`config.mk`:
```
export PLATFORM = sky130hd
export DESIGN_NAME = jpeg_rle_zrl
export DESIGN_NICKNAME = d
export VERILOG_FILES = /design/src/rtl/jpeg_rle_zrl.sv
export SDC_FILE = /design/constraint.sdc
export NUM_CORES = 1
export LEC_CHECK = 0
export BUFFER_PORTS_ARGS = -buffer_cell sky130_fd_sc_hd__buf_2
export CAP_MARGIN = 15
export CORE_ASPECT_RATIO = 1.75
export CORE_MARGIN = 3
export CORE_UTILIZATION = 30
export DETAILED_ROUTE_END_ITERATION = 16
export SYNTH_ARGS = -nofsm -noshare
export SYNTH_HDL_FRONTEND = slang
export SYNTH_SLANG_ARGS = --single-unit
```
`constraint.sdc`:
```
create_clock -name clk -period 2.47 [get_ports clk]
set_input_delay 0.247 -clock clk [delete_from_list [all_inputs] [get_ports clk]]
set_output_delay 0.247 -clock clk [all_outputs]
set_load 0.01 [all_outputs]
```
`src/rtl/jpeg_rle_zrl.sv`:
```
// JPEG run-length stage: turns 64 zig-zag coefficients per block into
// (run, size, amplitude) tuples with ZRL insertion and EOB termination.
module jpeg_rle_zrl #(
  parameter int DW = 12,
  parameter int SW = 4
) (
  input  logic          clk,
  input  logic          rst,
  input  logic          in_valid,
  output logic          in_ready,
  input  logic          in_sob,
  input  logic [DW-1:0] in_coef,
  output logic          out_valid,
  input  logic          out_ready,
  output logic [SW-1:0] out_run,
  output logic [SW-1:0] out_size,
  output logic [DW-1:0] out_amp,
  output logic          out_dc,
  output logic          out_eob
);

  typedef enum logic {RUN, DRAIN} state_t;

  typedef struct packed {
    logic [SW-1:0] run;
    logic [SW-1:0] size;
    logic [DW-1:0] amp;
    logic          dc;
    logic          eob;
  } tuple_t;

  localparam tuple_t ZRL_T = tuple_t'({{SW{1'b1}}, {SW{1'b0}}, {DW{1'b0}}, 2'b00});

  function automatic logic [SW-1:0] bit_len(input logic [DW:0] m);
    bit_len = '0;
    for (int i = 0; i <= DW; i++) begin
      if (m[i]) bit_len = SW'(i + 1);
    end
  endfunction

  state_t        state_q, state_d;
  logic [5:0]    idx_q, idx_d;
  logic [SW-1:0] zc_q, zc_d;
  logic [1:0]    pz_q, pz_d;
  logic          out_valid_q, out_valid_d;
  tuple_t        tup_q, tup_d;
  tuple_t        lat_q, lat_d;

  logic          out_free;
  logic          in_fire;
  logic          coef_zero;
  logic [5:0]    k;
  logic [SW-1:0] zc_base;
  logic [1:0]    pz_base;
  logic [DW:0]   mag;
  tuple_t        coef_t;

  assign out_free  = !out_valid_q || out_ready;
  assign in_ready  = (state_q == RUN) && out_free;
  assign in_fire   = in_valid && in_ready;
  assign coef_zero = (in_coef == '0);
  // A start-of-block accept behaves as if idx, zc and pz were already cleared.
  assign k         = in_sob ? 6'd0 : idx_q;
  assign zc_base   = in_sob ? '0 : zc_q;
  assign pz_base   = in_sob ? 2'd0 : pz_q;
  assign mag       = in_coef[DW-1] ? ({1'b0, ~in_coef} + (DW+1)'(1)) : {1'b0, in_coef};

  always_comb begin
    coef_t      = '0;
    coef_t.run  = zc_base;
    coef_t.size = bit_len(mag);
    coef_t.amp  = in_coef[DW-1] ? (in_coef - DW'(1)) : in_coef;
  end

  always_comb begin
    state_d     = state_q;
    idx_d       = idx_q;
    zc_d        = zc_q;
    pz_d        = pz_q;
    tup_d       = tup_q;
    lat_d       = lat_q;
    out_valid_d = out_valid_q && !out_ready;

    if (in_fire) begin
      idx_d = k + 6'd1;
      if (k == 6'd0) begin
        tup_d       = coef_t;
        tup_d.run   = '0;
        tup_d.dc    = 1'b1;
        out_valid_d = 1'b1;
        zc_d        = '0;
        pz_d        = 2'd0;
      end else if (coef_zero && k != 6'd63) begin
        if (zc_base == {SW{1'b1}}) begin
          zc_d = '0;
          pz_d = (pz_base == 2'd3) ? pz_base : pz_base + 2'd1;
        end else begin
          zc_d = zc_base + SW'(1);
          pz_d = pz_base;
        end
      end else if (coef_zero) begin
        tup_d       = '0;
        tup_d.eob   = 1'b1;
        out_valid_d = 1'b1;
        zc_d        = '0;
        pz_d        = 2'd0;
      end else if (pz_base == 2'd0) begin
        tup_d       = coef_t;
        out_valid_d = 1'b1;
        zc_d        = '0;
        pz_d        = 2'd0;
      end else begin
        // First ZRL goes out immediately; pz counts the ones still to load.
        lat_d       = coef_t;
        tup_d       = ZRL_T;
        out_valid_d = 1'b1;
        pz_d        = pz_base - 2'd1;
        zc_d        = '0;
        state_d     = DRAIN;
      end
    end else if (state_q == DRAIN && out_free) begin
      out_valid_d = 1'b1;
      if (pz_q != 2'd0) begin
        tup_d = ZRL_T;
        pz_d  = pz_q - 2'd1;
      end else begin
        tup_d   = lat_q;
        zc_d    = '0;
        state_d = RUN;
      end
    end
  end

  always_ff @(posedge clk or negedge rst) begin
    if (!rst) begin
      state_q     <= RUN;
      idx_q       <= '0;
      zc_q        <= '0;
      pz_q        <= '0;
      out_valid_q <= 1'b0;
      tup_q       <= '0;
      lat_q       <= '0;
    end else begin
      state_q     <= state_d;
      idx_q       <= idx_d;
      zc_q        <= zc_d;
      pz_q        <= pz_d;
      out_valid_q <= out_valid_d;
      tup_q       <= tup_d;
      lat_q       <= lat_d;
    end
  end

  assign out_valid = out_valid_q;
  assign out_run   = tup_q.run;
  assign out_size  = tup_q.size;
  assign out_amp   = tup_q.amp;
  assign out_dc    = tup_q.dc;
  assign out_eob   = tup_q.eob;

endmodule
```
Word-level counts from Yosys, hierarchy flattened
Index checks and enable logic that the tools add are counted.
- flip-flop bits (word level): 56
- word-level logic and storage cells: 105
- input port bits: 17
- bitwise gates (word level): 6
- muxes and demuxes: 51
- eq/ne operators: 9
- add/sub/neg operators: 7
- reduce and logical (&&, ||, !) cells: 19
- operators by type and width (operator ; count):
    $mux W22 ; 7
    $mux W4 ; 17
    $mux W2 ; 12
    $add A12 B1 Y13 const B ; 1
    $mux W13 ; 1
    $logic_not A12 Y1 ; 1
    $mux W1 ; 12
    $mux W12 ; 1
    $not A12 Y12 ; 1
    $sub A12 B1 Y12 const B ; 1
    $ne A2 B2 Y1 const B ; 5
    $add A6 B1 Y6 const B ; 1
    $logic_not A6 Y1 ; 1
    $mux W6 ; 1
    $ne A6 B6 Y1 const B ; 1
    $reduce_and A2 Y1 ; 3
    $reduce_and A6 Y1 ; 1
    $reduce_bool A2 Y1 ; 3
    $logic_and A1 B1 Y1 ; 5
    $not A1 Y1 ; 5
    $reduce_and A5 Y1 ; 1
    $add A4 B1 Y4 const B ; 1
    $eq A4 B4 Y1 const B ; 1
    $sub A2 B1 Y2 const B ; 2
    other kinds (6) ; 7

Logic depth before layout (Yosys ltp)
- word-level depth: 21
- gate-level depth with buffers: 13
- gate-level depth less buffers: 10

Least setup slack after synthesis
Ideal clock, no wire load.
- path type: input to register
- from: input in_sob
- to: register tup_q (netlist bit out_size[2])
- cell stages on the path: 11
- path slack: 282 ps
- arrival time: 2064 ps
- setup time: 124 ps
- buffers on the path: 3
- cells stage by stage: clkbuf_1 > clkbuf_1 > nand2b_1 > inv_1 > ha_1 > nand3_1 > or2_2 > nand4_4 > nand2_1 > buf_2 > a211o_1
- cells in the longest elaborated chain, start to end: 7
- elaborated cells on any way between the ends: 13
- classes of those cells: eq/ne: 2; mux: 7; reduce/logical: 4
- RTL lines (what ; RTL line ; RTL):
    start, declared ; 11 ; input logic in_sob,
    $mux W2 ; 65 ; assign pz_base = in_sob ? 2'd0 : pz_q;
    $logic_not A2 Y1 ; 107 ; end else if (pz_base == 2'd0) begin
    $mux W22 ; 107 ;
    $mux W22 ; 101 ; end else if (coef_zero) begin
    $mux W22 ; 93 ; end else if (coef_zero && k != 6'd63) begin
    $mux W22 ; 86 ; if (k == 6'd0) begin
    $mux W22 ; 84 ; if (in_fire) begin
    end signal, assigned ; 149 ; tup_q <= tup_d;
    end, declared ; 46 ; tuple_t tup_q, tup_d;
Parallel ways exist; a longest one is shown, timed or not. The select of a mux whose other input is x is not followed.
A chain may end at the register's enable or synchronous reset.

Worst setup path after layout
- from: register idx_q[1]
- to: register lat_q[14] (netlist bit)
- cells in the longest elaborated chain, start to end: 5
- elaborated cells on any way between the ends: 7
- classes of those cells: eq/ne: 1; mux: 1; bitwise: 2; reduce/logical: 3
- RTL lines (what ; RTL line ; RTL):
    start, declared ; 42 ; logic [5:0] idx_q, idx_d;
    start signal, assigned ; 145 ; idx_q <= idx_d;
    $mux W6 * ; 63 ; assign k = in_sob ? 6'd0 : idx_q;
    $ne A6 B6 Y1 ; 93 ;
    $logic_and A1 B1 Y1 ; 93 ;
    $not A1 Y1 (no line) ; - ;
    $reduce_and A5 Y1 (no line) * ; - ;
    end signal, assigned ; 150 ; lat_q <= lat_d;
    end, declared ; 47 ; tuple_t lat_q, lat_d;
Mark *: on every way between the ends. The rest lies on a longest branch, timed or not.

==> reports/results.tsv <==
stage	metric	value	unit
drt	via count	3035	
drt	DR vias/cell	5.215	
critical_path	worst path required time	2680	ps
clocking	H-Tree Level Count	2	
drt	WL/cell	14.62	um
power_and_ir_drop	peak supply drop	0.3352	mV
drt	Iteration-0 DRC Markers	120	
outcome	status	completed	
clocking	CTS tree	yes	
placement	placed cells	574	
global_route	vias in the first global route	3035	
critical_path	critical path startpoint category	flip-flop	
critical_path	worst path bufs/invs	2	
floorplanning	Initial Utilization	30.89	%
timing	Final period util	90.07	%
clocking	CTS Sinks	56	
logic_synthesis	Post-Syn Area per Cell	8.213	um2
final_layout	most frequent cells in the layout	72 x nand2_1, 61 x o21ai_0, 56 x dfrtp_1, 40 x buf_2, 31 x nor2_1	
drt	met1 WL	3.308	mm
drt	Met3 Routed Length	190	um
logic_synthesis	top-area cell type share of the netlist area	40.62	%
final_layout	most common cell after layout, fill and taps aside	nand2_1	
critical_path	Reg2Reg Depth	8	
floorplanning	die width	87.06	um
timing	relative slew slack	52.41	%
critical_path	Setup Crit Path Kind	flip-flop to flip-flop	
timing	Clock Skews	5.613	ps
final_layout	Core Util, Final	35.32	%
placement	GP Congestion	0.8654	
floorplanning	DIE HEIGHT	147.9	um
final_layout	share of layout cells above drive strength 1	15.78	%
floorplanning	Row Count	51	
global_route	initial antenna violation count	0	
critical_path	Max stage delay on crit path	360	ps
critical_path	CP delay by family, top	simple AND/OR/NAND/NOR gates	
drt	top routing layer used	met4	
placement	IO buf count	40	
power_and_ir_drop	PD cells	851.0	mW/mm2
clocking	root buffer cell	clkbuf_16	
timing	Worst Max-Slew Pin Slew	713.8	ps
critical_path	Crit-path slowest cell	o21ai_1	
logic_synthesis	number of synthesized register bits	56	
logic_synthesis	largest cells by area after synthesis	dfrtp_1 41%, o21ai_0 8.9%, nand2_1 7.8%	
flow_run	max-cap violations	0	
floorplanning	core footprint	0.01117	mm2
clocking	CTS hold repair buffers	0	
global_route	total track usage	14.20	%
drt	Remaining DRCs	0	
critical_path	critical path endpoint category	flip-flop	
global_route	largest net degree at the start of global routing	57	
timing	Setup TNS Final	0	ps
critical_path	Crit path depth	8	
logic_synthesis	Post-synth top flop	dfrtp_1	
final_layout	Area growth, synth to finish	14.33	%
drt	met2 wire len	4.861	mm
hold_path	Hold Crit Class	input port to asynchronous set/reset pin	
drt	drt pass-1 iters	4	
placement	DP HPWL	6.565	mm
logic_synthesis	Post-synth EDFFs	0	
drt	final wirelength	8.510	mm
logic_synthesis	cells after synthesis	420	
global_route	GR Overflow Total	0	
critical_path	crit-path max FO	39	
timing	Final Max Tran Viols	0	
global_route	first-pass GRT wire length	14.80	mm
power_and_ir_drop	total power	3356	uW
clocking	clock transition at the registers of the reported paths	70	ps
final_layout	Final nets	472	
logic_synthesis	Cell variety after synth	59	
logic_synthesis	synthesized net count	443	
clocking	Resize count post-CTS	0	
floorplanning	die area	0.01287	mm2
critical_path	Cell Chain, Critical Path	nor2b_1, inv_1, ha_1, o21ai_1, nand4_1, buf_12, nand2b_1, o21ai_0	
logic_synthesis	register area share after synthesis	40.62	%
logic_synthesis	area leader, netlist	dfrtp_1	
timing	RSZ-0062 raised after global routing	false	
power_and_ir_drop	Leakage	0.001764	uW
timing	Hold Vio Cnt, Final	0	
timing	Max Fclk	449.5	MHz
floorplanning	Ports	41	
logic_synthesis	yosys warns	0	
clocking	Max clock buf depth	2	
critical_path	WP data arrival	2440	ps
timing	Final min period	2225	ps
final_layout	non-filler cells, final	582	
logic_synthesis	ys async rst share	100.0	%
clocking	number of setup buffers added after CTS	0	
clocking	Worst-Skew Late Latency	300	ps
timing	Final setup viols	0	
drt	Final ANT Viol Nets	0	
final_layout	antenna cells	0	
logic_synthesis	area of the mapped netlist	0.003450	mm2
clocking	cts bufs inserted	5	
## per-layer routing
layer	vias up	track usage (%)
li1	1520	-
met1	1464	15.98
met2	43	26.86
met3	8	1.339
met4	0	4.992
met5	-	0
## path summary, 6_finish.rpt
| kind | end | slack, ps | from |
|---|---|---|---|
| worst max register to register | lat_q[14]$_DFFE_PN0P_ | 250 | idx_q[1]$_DFFE_PN0P_ |
| min in group clk | out_valid$_DFF_PN0_ | 210 | in_valid |
| max in group asynchronous | out_dc$_DFFE_PN0P_ | 1910 | rst |
| worst max-delay path | lat_q[14]$_DFFE_PN0P_ | 250 | idx_q[1]$_DFFE_PN0P_ |
| worst min register to register | out_run[0]$_DFFE_PN0P_ | 480 | out_run[0]$_DFFE_PN0P_ |
| worst min-delay path | out_run[2]$_DFFE_PN0P_ | 80 | rst |
## final cells by class
| cell class | count | area [um2] |
|---|---|---|
| Fill cell | 1159 | 7223 |
| Multi-Input combinational cell | 319 | 1854 |
| Sequential cell | 56 | 1401 |
| Timing Repair Buffer | 52 | 315.3 |
| Tap cell | 132 | 165.2 |
| Clock buffer | 5 | 125.1 |
| Inverter | 15 | 56.30 |
| Clock inverter | 3 | 26.28 |
## registers in the layout, indices dropped and copies added (netlist names)
| signal | count |
|---|---|
| pz_q | 2 |
| out_run | 4 |
| out_amp | 12 |
| lat_q | 20 |
| out_size | 4 |
| out_valid | 1 |
| zc_q | 4 |
| state_q | 1 |
| idx_q | 6 |
| out_eob | 1 |
| out_dc | 1 |
## metrics by stage
step	hold slack (ps)	instance area [um2]	worst slack (ps)
global placement	431.7	3792	165.5
CTS	109.4	3944	254.4
finish	81.23	3944	245.4
floorplan	-48.59	3450	282.4
global route	155.5	3944	20.78
detailed placement	433.1	3792	104.0
## cell usage after synthesis, drive strengths merged (4+ instances only)
| library cell | number |
|---|---|
| xor2 | 6 |
| nand2b | 10 |
| buf | 11 |
| a21oi | 27 |
| clkbuf | 19 |
| nand3 | 15 |
| nor3 | 5 |
| inv | 15 |
| nand4 | 4 |
| dfrtp | 56 |
| xnor2 | 9 |
| a21boi | 4 |
| nand2 | 72 |
| nor2b | 4 |
| ha | 6 |
| nor2 | 31 |
| a2bb2oi | 4 |
| nor4b | 4 |
| o21ai | 62 |
## power breakdown
group / switching [uW] / internal [uW]
Sequential: 192 / 1230
Combinational: 742 / 473
Clock: 340 / 383
## cell families (layout without fill, tap and decap cells)
family          count (synthesis)  in the layout  synth area share, %
simple gates                  168            168                25.06
compound gates                126            126                21.47
flops                          56             56                40.62
buf+inv                        45             75                5.621
xor+xnor                       15             15                3.809
fa+ha+maj                       6              6                2.176
mux                             4              4                1.233
Power figures use the tool's default switching activity.
